==> src/rtl/pipe_hazard_ctrl.sv <==
// pipe_hazard_ctrl: carries decoded control through ID/EX, EX/MEM, MEM/WB and
// resolves load-use, branch/jump redirect and SYSCALL drain-and-handshake hazards.
module pipe_hazard_ctrl #(
  parameter int CTRL_W = 10,
  parameter int REG_W  = 5
) (
  input  logic              clk,
  input  logic              rst_b,
  input  logic              id_valid,
  input  logic [CTRL_W-1:0] id_ctrl,
  input  logic              id_sys,
  input  logic [REG_W-1:0]  id_rs,
  input  logic [REG_W-1:0]  id_rt,
  input  logic [REG_W-1:0]  id_wreg,
  input  logic              ex_branch_taken,
  input  logic              syscall_done,
  output logic              stall,
  output logic              flush_ifid,
  output logic              ex_valid,
  output logic [CTRL_W-1:0] ex_ctrl,
  output logic [REG_W-1:0]  ex_wreg,
  output logic              mem_valid,
  output logic [CTRL_W-1:0] mem_ctrl,
  output logic [REG_W-1:0]  mem_wreg,
  output logic              wb_valid,
  output logic [CTRL_W-1:0] wb_ctrl,
  output logic [REG_W-1:0]  wb_wreg,
  output logic              syscall_req,
  output logic [1:0]        state
);

  // state | meaning
  // RUN   | normal issue
  // DRAIN | SYSCALL held in ID, bubbles issued until EX/MEM/WB are empty
  // CALL  | syscall_req raised, waiting for syscall_done
  // ILL   | unused encoding, recovers to RUN
  typedef enum logic [1:0] {
    RUN   = 2'd0,
    DRAIN = 2'd1,
    CALL  = 2'd2,
    ILL   = 2'd3
  } state_t;

  localparam int B_MEMREAD = 7;
  localparam int B_BRANCH  = 5;
  localparam int B_JUMP    = 4;

  state_t            st_q, st_d;
  logic              br_flush, load_use, sys_go, bubble;
  logic [CTRL_W-1:0] id_ctrl_clean;

  assign br_flush = ex_valid & ex_ctrl[B_BRANCH] & ex_branch_taken;
  assign load_use = ex_valid & ex_ctrl[B_MEMREAD] & (ex_wreg != '0) & id_valid &
                    ((ex_wreg == id_rs) | (ex_wreg == id_rt));
  assign sys_go   = (st_q == RUN) & id_valid & id_sys & ~br_flush;

  assign stall      = ~br_flush & (load_use | sys_go | (st_q == DRAIN) |
                                   ((st_q == CALL) & ~syscall_done));
  assign flush_ifid = br_flush | (id_valid & id_ctrl[B_JUMP] & ~stall);
  assign bubble     = ~id_valid | id_sys | stall | br_flush;

  assign syscall_req = (st_q == CALL);
  assign state       = st_q;

  // The decoder leaves ALUSrc/ALUop as don't-care on jumps; pin them to zero.
  always_comb begin
    id_ctrl_clean = id_ctrl;
    if (id_ctrl[B_JUMP]) id_ctrl_clean[3:0] = '0;
  end

  // In DRAIN a bubble always enters EX, so once EX and MEM are empty the
  // stages are all empty right after this edge.
  always_comb begin
    st_d = st_q;
    case (st_q)
      RUN:     if (sys_go) st_d = DRAIN;
      DRAIN:   if (~ex_valid & ~mem_valid) st_d = CALL;
      CALL:    if (syscall_done) st_d = RUN;
      default: st_d = RUN;
    endcase
  end

  always_ff @(posedge clk or negedge rst_b) begin
    if (!rst_b) begin
      st_q      <= RUN;
      ex_valid  <= 1'b0;
      ex_ctrl   <= '0;
      ex_wreg   <= '0;
      mem_valid <= 1'b0;
      mem_ctrl  <= '0;
      mem_wreg  <= '0;
      wb_valid  <= 1'b0;
      wb_ctrl   <= '0;
      wb_wreg   <= '0;
    end else begin
      st_q      <= st_d;
      wb_valid  <= mem_valid;
      wb_ctrl   <= mem_ctrl;
      wb_wreg   <= mem_wreg;
      mem_valid <= ex_valid;
      mem_ctrl  <= ex_ctrl;
      mem_wreg  <= ex_wreg;
      if (bubble) begin
        ex_valid <= 1'b0;
        ex_ctrl  <= '0;
        ex_wreg  <= '0;
      end else begin
        ex_valid <= 1'b1;
        ex_ctrl  <= id_ctrl_clean;
        ex_wreg  <= id_wreg;
      end
    end
  end

endmodule

==> config.mk <==
export PLATFORM = sky130hd
export DESIGN_NAME = pipe_hazard_ctrl
export DESIGN_NICKNAME = d
export VERILOG_FILES = /design/src/rtl/pipe_hazard_ctrl.sv
export SDC_FILE = /design/constraint.sdc
export NUM_CORES = 1
export LEC_CHECK = 0
export CAP_MARGIN = 5
export CORE_ASPECT_RATIO = 0.9
export CORE_UTILIZATION = 42
export DETAILED_ROUTE_END_ITERATION = 6
export PLACE_DENSITY = 0.84
export REMOVE_ABC_BUFFERS = 1
export SETUP_SLACK_MARGIN = 0.3
export SYNTH_ARGS = -nofsm -noshare
export SYNTH_HDL_FRONTEND = slang
export SYNTH_SLANG_ARGS = --single-unit
==> constraint.sdc <==
create_clock -name clk -period 2 [get_ports clk]
set_input_delay 0.4 -clock clk [delete_from_list [all_inputs] [get_ports clk]]
set_output_delay 0.4 -clock clk [all_outputs]
set_load 0.02 [all_outputs]
## Word level (Yosys, flattened, before mapping)

Index checks and enable logic that the tools add are counted.

- Output and inout port bits: 53
- Input bits: 31
- Flip-flop bits (word level): 50
- Word-level logic and storage cells: 56

- Bitwise operators: 28
- Reductions and logical operators: 3
- Multiplexer cells: 8
- Equal/unequal tests: 7

Operators with widths:

| kind | number |
|---|---|
| 1-bit AND | 14 |
| 5-bit equality test | 2 |
| 10-bit 2-to-1 mux | 1 |
| 1-bit bitwise OR | 8 |
| 2-bit 2-to-1 mux | 3 |
| 1-bit NOT | 6 |
| 2-bit one-hot mux with 3 select lines | 1 |
| 5-bit 2-to-1 mux | 1 |
| 5-bit nonzero test | 1 |
| 4-bit 2-to-1 mux | 1 |
| 2-bit inequality test, second input constant | 2 |
| 3-bit AND reduction | 1 |
| 2-bit by 1-bit equality test with 1-bit output, second input constant | 1 |
| 2-bit equality test, second input constant | 1 |
| 2-bit logical NOT | 1 |
| 2-bit by 1-bit inequality test with 1-bit output, second input constant | 1 |
| 1-bit 2-to-1 mux | 1 |

## Longest topological paths before layout

- Depth after elaboration: 11
- Gate-level depth with buffers: 6
- Mapped depth without buffers: 5

## Worst setup path before layout

No wires, ideal clock.

- Path kind: register -> output
- Start: register ex_wreg[4]
- End: output port stall
- Arrival time: 1.576 ns
- Stages on the path, launching flop included: 6
- Required time: 1.600 ns
- Setup slack: 0.024 ns
- Path buffers: 0
- Cell sequence: dfrtp_1 > xnor2_1 > nand3_1 > o22ai_2 > nand2_1 > a21boi_0

- Longest elaborated chain between the ends: 8

RTL lines:

| element | line | source |
|---|---|---|
| start: declaration | 21 | `output logic [REG_W-1:0] ex_wreg,` |
| start signal: assignment | 110 | `ex_wreg <= id_wreg;` |
| 5-bit nonzero test | 53 | `assign load_use = ex_valid & ex_ctrl[B_MEMREAD] & (ex_wreg != '0) & id_valid &` |
| 1-bit AND (2 in series) | 53 |  |
| 1-bit AND (*) | 53 |  |
| 1-bit bitwise OR (*) (3 in series) | 57 | `assign stall = ~br_flush & (load_use \| sys_go \| (st_q == DRAIN) \|` |
| 1-bit AND (*) | 57 |  |
| end: declaration | 17 | `output logic stall,` |

Mark *: on every way between the ends. The rest lies on a longest branch, timed or not.

## Final worst setup path

- Start: register ex_wreg[0]
- End: output port stall

The elaborated chain is that of the path after synthesis.

==> run_summary.xml <==
<?xml version="1.0" encoding="UTF-8"?>
<metrics>
  <group name="synthesis">
    <metric name="synth-seq-area-share" unit="">0.7530</metric>
    <metric name="postSynthRegisterBits" unit="">50</metric>
    <metric name="yosysUniqueCellTypes" unit="">25</metric>
    <metric name="synth_area" unit="µm²">1662</metric>
    <metric name="syn-mean-instance-area" unit="µm²">15.98</metric>
    <metric name="yosysWarnings" unit="">0</metric>
    <metric name="syn_inst" unit="">104</metric>
  </group>
  <group name="power_and_ir_drop">
    <metric name="internal_power" unit="mW">1.849</metric>
    <metric name="sequentialPowerShare" unit="">0.456</metric>
    <metric name="vdd.ir_drop.worst" unit="mV">0.5172</metric>
    <metric name="power.density_cell_area" unit="nW/µm²">885.0</metric>
    <metric name="totalPowerFinal" unit="mW">2.551</metric>
    <metric name="switching_share" unit="">0.2753</metric>
    <metric name="clock_power_share" unit="">0.276</metric>
    <metric name="p_switching" unit="µW">702.4</metric>
    <metric name="leakagePower" unit="nW">1.710</metric>
    <metric name="comb_power_share" unit="">0.267</metric>
  </group>
  <group name="place">
    <metric name="pre_cts_slack" unit="ns">-0.6617</metric>
    <metric name="dp.final_hpwl" unit="µm">3097</metric>
    <metric name="port_buffer_cells" unit="">83</metric>
    <metric name="place.gp.congestion" unit="">0.7143</metric>
  </group>
  <group name="timing">
    <metric name="period_needed" unit="ns">2.098</metric>
    <metric name="layout_setup_ws" unit="ns">-0.09824</metric>
    <metric name="tightest_slew" unit="ns">0.4137</metric>
    <metric name="finalCritPeriodShare" unit="">1.049</metric>
    <metric name="timing.max_slew.rel_slack" unit="">0.7242</metric>
    <metric name="setup_viol_count_final" unit="">2</metric>
    <metric name="timing_max_transition_violations_final" unit="">0</metric>
    <metric name="skew" unit="ns">0.005852</metric>
    <metric name="achievable-frequency" unit="MHz">476.6</metric>
    <metric name="hold_violations" unit="">0</metric>
    <metric name="setup_repair_after_global_routing_missed_its_margin" unit="">true</metric>
  </group>
  <group name="final_layout">
    <metric name="final_cell_mix" unit="">45 x sky130_fd_sc_hd__dfrtp_1, 38 x sky130_fd_sc_hd__clkdlybuf4s50_1, 21 x sky130_fd_sc_hd__buf_4, 20 x sky130_fd_sc_hd__dlygate4sd2_1, 19 x sky130_fd_sc_hd__dlymetal6s2s_1</metric>
    <metric name="antenna_cells" unit="">0</metric>
    <metric name="flow.area_growth_from_synthesis" unit="%">73.49</metric>
    <metric name="most_common_cell_after_layout_fill_and_taps_aside" unit="">sky130_fd_sc_hd__dfrtp_1</metric>
    <metric name="fill_cells" unit="">244</metric>
    <metric name="drive_gt1_frac" unit="">0.3052</metric>
    <metric name="finish.net_count" unit="">244</metric>
  </group>
  <group name="critical_path">
    <metric name="worst_setup_path_start_kind" unit="">flip-flop</metric>
    <metric name="crit_path_end" unit="">stall</metric>
    <metric name="timing.critical_path.to_type" unit="">output port</metric>
    <metric name="critical_path_class" unit="">flip-flop to output port</metric>
    <metric name="worstSetupStartpoint" unit="">ex_wreg[0]</metric>
    <metric name="r2r_cells" unit="">7</metric>
    <metric name="r2r_slack" unit="ns">0.38</metric>
    <metric name="worst-endpoint-required" unit="ns">1.60</metric>
    <metric name="critPathArrivalTime" unit="ns">1.70</metric>
    <metric name="worst_r2r_startpoint" unit="">ex_wreg[0]</metric>
    <metric name="critical_path.max_fanout" unit="">4</metric>
    <metric name="worstReg2RegEnd" unit="">ex_ctrl[9]</metric>
  </group>
  <group name="drt">
    <metric name="drtIter0Drc" unit="">100</metric>
    <metric name="detail-route-antenna-nets" unit="">0</metric>
    <metric name="detail_routed_net_length_per_standard_cell" unit="µm">16.45</metric>
    <metric name="detail_route.drc_violations" unit="">0</metric>
    <metric name="wirelength" unit="µm">4261</metric>
    <metric name="routed_via_density" unit="">4.834</metric>
    <metric name="dr_total_vias" unit="">1252</metric>
    <metric name="drt_first_pass_iters" unit="">4</metric>
  </group>
  <group name="cts">
    <metric name="clk_path_buf_depth" unit="">2</metric>
    <metric name="cts_tree" unit="">done</metric>
    <metric name="cts_inserted_buffers" unit="">5</metric>
    <metric name="cts_sinks" unit="">50</metric>
    <metric name="worst_setup_hold_path_clk_slew" unit="ns">0.08</metric>
    <metric name="htree_levels" unit="">2</metric>
    <metric name="worst_skew_pair.late_latency" unit="ns">0.30</metric>
    <metric name="clk_root_buffer_cell" unit="">sky130_fd_sc_hd__clkbuf_8</metric>
    <metric name="hold_bufs_inserted_after_cts" unit="">0</metric>
  </group>
  <group name="floorplan">
    <metric name="initial_core_util" unit="">0.4422</metric>
    <metric name="ioPinCount" unit="">84</metric>
    <metric name="die_area" unit="µm²">4212</metric>
    <metric name="dieWidth" unit="µm">68.30</metric>
    <metric name="number_of_rows_in_the_core_area" unit="">21</metric>
    <metric name="core" unit="µm²">3757</metric>
    <metric name="fp.dieH" unit="µm">61.67</metric>
  </group>
  <group name="hold_path">
    <metric name="timing.hold.worst.class" unit="">input port to asynchronous set/reset pin</metric>
  </group>
  <group name="grt">
    <metric name="grt_pass1_wl" unit="µm">5858</metric>
    <metric name="antenna_found_initial" unit="">0</metric>
    <metric name="global_route.usage.total" unit="">0.2033</metric>
    <metric name="via_count_of_the_first_global_routing_pass" unit="">1213</metric>
    <metric name="largest_net_degree_at_the_start_of_global_routing" unit="">20</metric>
    <metric name="globalRoute.totalOverflow" unit="">0</metric>
  </group>
  <group name="outcome">
    <metric name="status" unit="">finished, violations left</metric>
    <metric name="violated_checks" unit="">negative setup slack</metric>
  </group>
  <group name="flow_run">
    <metric name="max_cap_violations" unit="">0</metric>
  </group>
</metrics>
## cell type report
type,instances,area [µm²],share of cell area
flip-flops and latches,50,1257,0.4362
multi-input cells,51,450.4,0.1563
inverters,2,7.507,0.002604
clock inverters,1,30.03,0.01042
repair buffers,103,997.2,0.3459
clock buffers,6,82.58,0.02865
well taps,46,57.56,0.01997
## worst max-delay path, cell delays in order, from the launching register on
cell                       delay [ns]
sky130_fd_sc_hd__dfrtp_2         0.45
sky130_fd_sc_hd__xnor2_1         0.20
sky130_fd_sc_hd__nand3_1         0.12
sky130_fd_sc_hd__o22ai_2         0.20
sky130_fd_sc_hd__nand2_1         0.10
sky130_fd_sc_hd__a21boi_2        0.18
sky130_fd_sc_hd__buf_6           0.14
## power by group through the flow
stage	combinational, mW	sequential [mW]	clock (mW)
4_1_cts	0.665	1.16	0.716
6_report	0.682	1.16	0.705
3_3_place_gp	0.672	1.17	0
2_1_floorplan	0.154	1.29	0
5_1_grt	0.723	1.18	0.766
3_5_place_dp	0.686	1.18	0
## layer usage
layer | GRT usage | vias up | part of all wire
met3 | 0.07963 | 14 | 0.069
met2 | 0.3235 | 63 | 0.51
met5 | 0 | - | 0
met4 | 0.09226 | 0 | 0.028
li1 | - | 564 | -
met1 | 0.2449 | 611 | 0.39
## metrics by stage
step | hold slack (ns) | cell area, µm² | cells | TNS (ns) | utilization
final | 0.01660 | 2883 | 259 | -0.1665 | 0.7672
after global routing | 0.03909 | 2883 | 259 | -0.2278 | 0.7672
after CTS | 0.03019 | 2785 | 257 | -0.03329 | 0.7413
after detailed placement | 0.3563 | 2674 | 249 | -1.206 | 0.7116
after global placement | 0.3422 | 2674 | 249 | -1.034 | 0.7116
after floorplan | 0.1044 | 1650 | 103 | 0 | -
## timing repair
item / 4_1_cts / 5_1_grt
setup endpoints to repair: 14 / 23
buffers inserted: 1 / 2
pin swaps: 14 / 2
resized for setup: 46 / 32
hold endpoints to repair: 0 / 0
## cells in the mapped netlist (all sizes together)
| library cell | n | area, µm² |
|---|---|---|
| dfrtp | 50 | 1251 |
| and2 | 12 | 101.4 |
| xnor2 | 10 | 87.58 |
| nand3 | 6 | 35.03 |
| a21oi | 4 | 35.04 |
| and3b | 4 | 35.03 |
| nand2 | 3 | 11.26 |
| inv | 2 | 7.500 |
| o21ai | 2 | 10.01 |
| a21boi | 1 | 7.510 |
| buf | 1 | 11.26 |
| nand2b | 1 | 6.260 |
| nand4 | 1 | 6.260 |
| nor2 | 1 | 3.750 |
| nor2b | 1 | 8.760 |
| nor3 | 1 | 5.000 |
| o211a | 1 | 10.01 |
| o21a | 1 | 7.510 |
| o22ai | 1 | 12.51 |
| o41ai | 1 | 8.760 |
## flip-flops by register name, summed over array words and instances, names as in the netlist
| name | flops |
|---|---|
| wb_ctrl | 10 |
| ex_wreg | 5 |
| ex_ctrl | 10 |
| mem_valid | 1 |
| wb_valid | 1 |
| wb_wreg | 5 |
| state | 2 |
| mem_ctrl | 10 |
| ex_valid | 1 |
| mem_wreg | 5 |
## logic make-up (layout without fill, tap and decap cells)
logic type	after synthesis	count (layout)	synth area share
xor gates and xnor gates	10	10	0.05271
AOI/OAI and AO/OA	11	11	0.05498
and+or+nand+nor	30	30	0.1280
DFF	50	50	0.7530
buffers and inverters	3	112	0.01129
## worst min-delay path by stage
stage	end	slack [ns]	depth (start not counted)
2_1_floorplan	ex_ctrl[0]	0.10	0
3_3_place_gp	wb_wreg[4]	0.34	1
3_5_place_dp	wb_wreg[0]	0.36	1
4_1_cts	wb_wreg[0]	0.03	1
5_1_grt	wb_ctrl[0]	0.04	1
6_report	mem_wreg[2]	0.02	1
Note: power is estimated with default switching activity, not from simulation.
